`src/rtl/posit_accum_feeder.sv`:
```
// Feeds one buffered posit element per accumulator round-trip,
// clears the feedback loop between vectors and returns each vector sum.
module posit_accum_feeder #(
  parameter int LAT   = 16,
  parameter int DEPTH = 16
) (
  input  logic        clk,
  input  logic        rst,
  input  logic [31:0] in_data,
  input  logic        in_last,
  input  logic        in_valid,
  output logic        in_ready,
  output logic [31:0] acc_in,
  output logic        acc_start,
  output logic        acc_clr,
  input  logic [31:0] acc_result,
  input  logic        acc_inf,
  input  logic        acc_zero,
  output logic [31:0] out_sum,
  output logic        out_inf,
  output logic        out_zero,
  output logic        out_valid,
  input  logic        out_ready,
  output logic        busy
);

  localparam int AW = $clog2(DEPTH);
  localparam int CW = $clog2(LAT) + 1;

  localparam logic [2:0] CLEAR = 3'd0;
  localparam logic [2:0] IDLE  = 3'd1;
  localparam logic [2:0] PRIME = 3'd2;
  localparam logic [2:0] ISSUE = 3'd3;
  localparam logic [2:0] SPACE = 3'd4;
  localparam logic [2:0] DRAIN = 3'd5;
  localparam logic [2:0] OUT   = 3'd6;

  localparam logic [CW-1:0] C_LAST = CW'(LAT - 1);
  localparam logic [CW-1:0] C_SPC  = CW'(LAT - 2);
  localparam logic [CW-1:0] C_ONE  = CW'(1);
  localparam logic [AW:0]   P_ONE  = (AW + 1)'(1);
  localparam logic [AW:0]   P_WRAP = {1'b1, {AW{1'b0}}};

  logic [32:0]   mem [DEPTH];
  logic [AW:0]   wr_ptr;
  logic [AW:0]   rd_ptr;
  logic          full;
  logic          empty;
  logic          wr_en;
  logic          rd_en;
  logic [32:0]   head;
  logic [2:0]    state;
  logic [2:0]    state_nxt;
  logic [CW-1:0] cnt;
  logic          space_done;

  // Extra pointer bit tells a full FIFO from an empty one.
  assign empty = (wr_ptr == rd_ptr);
  assign full  = ((wr_ptr ^ rd_ptr) == P_WRAP);

  assign in_ready = ~full & ~rst;
  assign wr_en    = in_valid & in_ready;
  assign rd_en    = (state == ISSUE) & ~empty;
  assign head     = mem[rd_ptr[AW-1:0]];

  always_ff @(posedge clk) begin
    if (wr_en) begin
      mem[wr_ptr[AW-1:0]] <= {in_last, in_data};
    end
  end

  always_ff @(posedge clk or posedge rst) begin
    if (rst) begin
      wr_ptr <= '0;
      rd_ptr <= '0;
    end else begin
      if (wr_en) begin
        wr_ptr <= wr_ptr + P_ONE;
      end
      if (rd_en) begin
        rd_ptr <= rd_ptr + P_ONE;
      end
    end
  end

  // Next ISSUE must land LAT cycles after the previous one.
  assign space_done = (cnt >= C_SPC);

  always_comb begin
    state_nxt = state;
    unique case (state)
      CLEAR: if (cnt == C_LAST) state_nxt = IDLE;
      IDLE:  if (!empty) state_nxt = PRIME;
      PRIME: state_nxt = ISSUE;
      ISSUE: state_nxt = head[32] ? DRAIN : SPACE;
      SPACE: if (space_done && !empty) state_nxt = ISSUE;
      DRAIN: if (cnt == C_LAST) state_nxt = OUT;
      OUT:   if (out_ready) state_nxt = CLEAR;
      default: state_nxt = CLEAR;
    endcase
  end

  always_ff @(posedge clk or posedge rst) begin
    if (rst) begin
      state <= CLEAR;
      cnt   <= '0;
    end else begin
      state <= state_nxt;
      if (state_nxt != state) begin
        cnt <= '0;
      end else if (cnt < C_LAST) begin
        cnt <= cnt + C_ONE;
      end
    end
  end

  always_ff @(posedge clk or posedge rst) begin
    if (rst) begin
      out_sum  <= '0;
      out_inf  <= 1'b0;
      out_zero <= 1'b0;
    end else if (state == DRAIN && cnt == C_LAST) begin
      out_sum  <= acc_result;
      out_inf  <= acc_inf;
      out_zero <= acc_zero;
    end
  end

  assign acc_clr   = (state == CLEAR);
  assign acc_in    = (state == ISSUE) ? head[31:0] : 32'd0;
  assign acc_start = (state == PRIME) | (state == ISSUE) |
                     (state == SPACE) | (state == DRAIN);
  assign out_valid = (state == OUT);
  assign busy      = (state != IDLE);

endmodule
```
`config.mk`:
```
export PLATFORM = sky130hd
export DESIGN_NAME = posit_accum_feeder
export DESIGN_NICKNAME = d
export VERILOG_FILES = /design/src/rtl/posit_accum_feeder.sv
export SDC_FILE = /design/constraint.sdc
export NUM_CORES = 1
export LEC_CHECK = 0
export ABC_AREA = 1
export BUFFER_PORTS_ARGS = -buffer_cell sky130_fd_sc_hd__buf_2
export CAP_MARGIN = 25
export CORE_UTILIZATION = 30
export CTS_BUF_LIST = sky130_fd_sc_hd__clkbuf_4
export CTS_CLUSTER_SIZE = 28
export DETAILED_ROUTE_END_ITERATION = 16
export PLACE_DENSITY = 0.46
export SYNTH_ARGS = -nofsm -noshare
export SYNTH_HDL_FRONTEND = slang
export SYNTH_SLANG_ARGS = --single-unit
```
`constraint.sdc`:
```
create_clock -name clk -period 5.2 [get_ports clk]
set_clock_uncertainty 0.05 [all_clocks]
set_input_delay 1.04 -clock clk [delete_from_list [all_inputs] [get_ports clk]]
set_output_delay 1.04 -clock clk [all_outputs]
set_load 0.1 [all_outputs]
```
Word level (Yosys, flattened, before mapping). Memory sizes are Yosys's and may differ from the RTL's. Index checks and enable logic that the tools add are counted.

Equality and inequality tests: 11. Mux-type cells: 12. $add $sub $neg: 3. Bitwise operators: 10. Magnitude comparators: 2. Reductions and logical operators: 5.

Operator list (count): $mux 32 (1); $pmux 3 s7 (1); $add 5x1->5 const B (3); $mux 3 (5); $mux 5 (2); $eq 3x3->1 const B (3); $eq 3x2->1 const B (2); $eq 5x4->1 const B (1); $eq 5x5->1 (1); $eq 5x5->1 const B (1); $ge 5x4->1 const B (1); $lt 5x4->1 const B (1); $xor 5x5->5 (1); $and 1x1->1 (3); $eq 3x1->1 const B (1); $logic_not 3->1 (1); $mux 1 (3); $ne 3x1->1 const B (1); $ne 3x3->1 (1); $not 1->1 (3); $or 1x1->1 (3); $logic_and 1x1->1 (2); $reduce_bool 2->1 (1); $logic_not 1->1 (1).

Logic and storage cells: 51. Bits in registers: 52. Input bits: 71. Memories: 1. RAM bits: 528. Output and inout port bits: 71.

Memory list: mem (depth 16, bits a word 33, read ports 1, clocked after memory_dff 0, wr ports 1, line 44) `logic [32:0] mem [DEPTH];`.

Longest topological paths before layout.
Depth in word-level cells: 7. Depth in mapped cells: 13. Gate-level depth less buffers: 12.

Worst setup path before layout. Ideal clock, no wire load.

Path kind: input to register. Start: in rst. End: mem mem[11][0] (enable). Path buffers: 0. Stages: 7. Library setup time: 423 ps. Required time: 4727 ps. Data arrival time: 4586 ps. Slack: 141 ps. Path through: inv_1 o21ai_1 inv_2 nand2_2 nor2_1 nand2_1 nor2_1.

Word-level cells in the longest chain between the ends: 5.

Ends and longest elaborated chain: start: declaration (line 8) `input logic rst,`; $not 1->1 (line 61) `assign in_ready = ~full & ~rst;`; $and 1x1->1 (line 61); via in_ready (line 12) `output logic in_ready,`; $and 1x1->1 (line 62) `assign wr_en = in_valid & in_ready;`; $mux 1 (line 67) `if (wr_en) begin`; $mux 1 (implied by the code) (line 68) `mem[wr_ptr[AW-1:0]] <= {in_last, in_data};`; end: declaration (line 44).

The timed path passes the listed nets, and every way through them passes these cells.

Final worst setup path.
Start: reg rd_ptr[0]. End: out acc_in[28].

Word-level cells in the longest chain between the ends: 2.

Ends and longest elaborated chain: start: declaration (line 46) `logic [AW:0] rd_ptr;`; start signal: assignment (line 81) `rd_ptr <= rd_ptr + P_ONE;`; $mem_v2 16x33; $mux 32 (line 130) `assign acc_in = (state == ISSUE) ? head[31:0] : 32'd0;`; end: declaration (line 13) `output logic [31:0] acc_in,`.

No other way between the ends.

==> summary.md <==
| Metric | Value |
|---|---|
| Outcome | finished, final reports clean |
| Syn Area/Cell | about 13 µm² |
| Rel. slew slack | slightly above 30% |
| CP peak stage delay | between 0.8 and 0.9 ns |
| Startpoint types | flip-flop |
| Final hold vios | 0 |
| Vias in the first global route | around 15000 |
| Commonest non-fill, non-tap cells in the layout | edfxtp_1, nor2_1, o21ai_0 |
| Final setup viols | 0 |
| Maximum number of pins on one net before global-route repair | 118 |
| Mapped Area | roughly 23000 µm² |
| Hold_buf cts | 0 |
| GP Congestion | about 0.72 |
| Starting Density | ~30% |
| Clock latency at the later pin of the worst-skew pair | 0.93 ns |
| Clk buf depth | 3 |
| Most common cell after layout, fill and taps aside | edfxtp_1 |
| First-pass GRT wire length | 97000 µm |
| Die Height | between 200 and 300 µm |
| Crit path max-delay family | buffers and inverters |
| Clk sinks | 580 |
| Cells after synthesis | about 1800 |
| Slew Limit Fails | 0 |
| Reg clk slew, reported paths | 0.07 ns |
| Vias | 15242 |
| H-tree levels | 4 |
| PwrDens | ~500 nW/µm² |
| Gr ovfl total | 0 |
| Worst-path cell chain | buf_4, o21ai_0, o22ai_1, nand2_1, a31oi_1, buf_2 |
| Crit end category | primary output |
| Layout cell share with drive strength beyond 1 | between 20% and 30% |
| Synth warn | 0 |
| Critical Path RT | around 4 ns |
| DP Wirelength | between 30000 and 40000 µm |
| Routed wire length | ~65000 µm |
| Synthesis-to-finish area growth | 16.8% |
| Post-synth EDFFs | around 530 |
| RSZ-0062 raised after global routing | false |
| Nets@finish | about 2100 |
| Clock root buffer | clkbuf_4 |
| DRT antenna net count | 0 |
| Worst Tran Pin Value | between 1 and 1.5 ns |
| Final period util | a little over nine tenths |
| Buf+Inv Stages, Crit Path | 2 |
| Max_cap viols | 0 |
| Final min period | between 4 and 5 ns |
| Cell Area, Placed | 24800 µm² |
| Post-route cell area | ~27000 µm² |
| Num CTS Buffers | 156 |
| FFs w/ async S/R, synth | 8.97% |
| CP max FO | 56 |
| I/O Pins | between 100 and 150 |
| Fmax | between 0.2 and 0.25 GHz |
| Post-synth cell types | 34 |
| Pre-antenna DRT Iters | 5 |
| CTS tree | yes |
| VDD IR max | 0.000270 V |
| Port buffer count | between 100 and 150 |
| FF+latch count, synth | 580 |
| Ys flop type | edfxtp_1 |
| Gr usage total | between 15 and 20% |
| Final setup TNS | 0 ns |
| Crit path kind | reg2out |
| Syn_nets | 1877 |
| Die area | just under 80000 µm² |
| Initial DRC count | between 900 and 1000 |
| Die W | between 200 and 300 µm |
| Register area share after synthesis | approximately 75% |
| Wirelength per Cell | 20.9 µm |
| Crit-path slowest cell | dfrtp_4 |
| Fillers | about 7500 |
| Arr. time, crit path | approximately 3.9 ns |
| Residual DRC | 0 |
| Leakage | just over 0.009 µW |
| Initial antenna violation count | 7 |
| Vias per cell | a little under 5 |
| Hold Crit Class | in2reg |
| Row count | slightly above 100 |
| Core Region | roughly 76000 µm² |
[synthesized netlist by cell type (all sizes together) (2+ instances only)]
| cell type | instances | area, µm² |
|---|---|---|
| edfxtp | 528 | 15900 |
| nor2 | 356 | 1350 |
| o21ai | 288 | 1440 |
| nand2 | 211 | 795 |
| clkbuf | 64 | 243 |
| o22ai | 64 | 400 |
| dfrtp | 52 | 1300 |
| o211ai | 50 | 380 |
| buf | 49 | 342 |
| a31oi | 32 | 200 |
| inv | 31 | 116 |
| nand3 | 27 | 150 |
| o221ai | 16 | 140 |
| ha | 8 | 100 |
| xor2 | 7 | 61.3 |
| nor3 | 5 | 25.0 |
| nand4 | 3 | 18.8 |
| a21oi | 2 | 10.0 |
| xnor2 | 2 | 17.5 |
[logic make-up (layout without fill, tap and decap cells)]
| family | after synthesis | count (layout) | synth area share (%) |
|---|---|---|---|
| simple gates | 603 | 603 | 10.2 |
| other cells | 0 | 1 | 0 |
| buf+inv | 145 | 483 | 3.07 |
| flops | 580 | 580 | 74.7 |
| compound gates | 453 | 453 | 11.2 |
| xor+xnor | 9 | 9 | 0.343 |
| fa+ha+maj | 8 | 8 | 0.436 |
[power breakdown]
part	switching (µW)	internal, µW
Clock	1900	2140
Sequential	225	5350
Combinational	2660	976
Total	4790	8460
[state kept, by name, summed over array words and instances (netlist names)]
signal and flops:
mem 528, cnt 5, out_zero 1, out_inf 1, rd_ptr 5, wr_ptr 5
out_sum 32, state 3
[metrics by stage]
| stage | setup WS (ns) | hold slack [ns] | total power [µW] | util, % | cells |
|---|---|---|---|---|---|
| floorplan | 0.141 | 0.412 | 8270 | - | 1798 |
| global placement | 1.06 | 0.400 | 9290 | 32.7 | 2845 |
| detailed placement | 1.05 | 0.405 | 9320 | 32.7 | 2845 |
| CTS | 0.0783 | 0.0845 | 13400 | 35.4 | 3114 |
| global route | 0.0131 | 0.133 | 14100 | 35.4 | 3115 |
| finish | 0.253 | 0.254 | 13200 | 35.4 | 3115 |
[path summary, 6_finish.rpt]
kind                                     from          end  slack [ns]  cells past startpoint
worst min-delay path            acc_result[8]   out_sum[8]        0.25                      3
worst max register to register      rd_ptr[0]   mem[8][32]        1.22                     12
worst min register to register    out_sum[11]  out_sum[11]        0.42                      2
worst max-delay path                rd_ptr[0]   acc_in[28]        0.25                      6
max in group asynchronous                 rst    rd_ptr[1]        4.24                      3
min in group asynchronous                 rst   out_sum[8]        0.29                      3
[final cells by class]
cell class                      instances  area, µm²  share of cell area, %
Inverter                               32        128                  0.476
Tap cell                              978       1220                   4.56
Clock buffer                          231       1730                   6.47
Multi-Input combinational cell       1073       5230                   19.5
Clock inverter                         38        251                  0.938
Antenna cell                            1       2.50                0.00933
Sequential cell                       580      17200                   64.0
Timing Repair Buffer                  182       1080                   4.04
[metal layers]
layer	share of wire [%]	routed length [µm]	global-route usage, %
met4	1.8	1190	5.71
met3	5.5	3610	4.54
met2	47	30700	27.0
met1	45	29600	22.2
met5	0.035	23	0
[worst reg2reg max path: stages, from the launching register on]
cell	delay, ns
dfrtp_4	0.73
inv_8	0.45
nand2_1	0.10
nand2_1	0.10
nor2_2	0.07
nand2_1	0.07
o21ai_1	0.07
inv_2	0.10
nand2_2	0.15
inv_2	0.14
nand2_1	0.24
nor2_4	0.87
buf_4	0.48
[timing repair]
item | in CTS | in global routing
setup buffers | 0 | 0
endpoints found under the hold margin | 0 | 0
setup endpoints to repair | 1 | 6
resized for setup | 1 | 3
No activity file was read; power rests on OpenSTA's default activity.
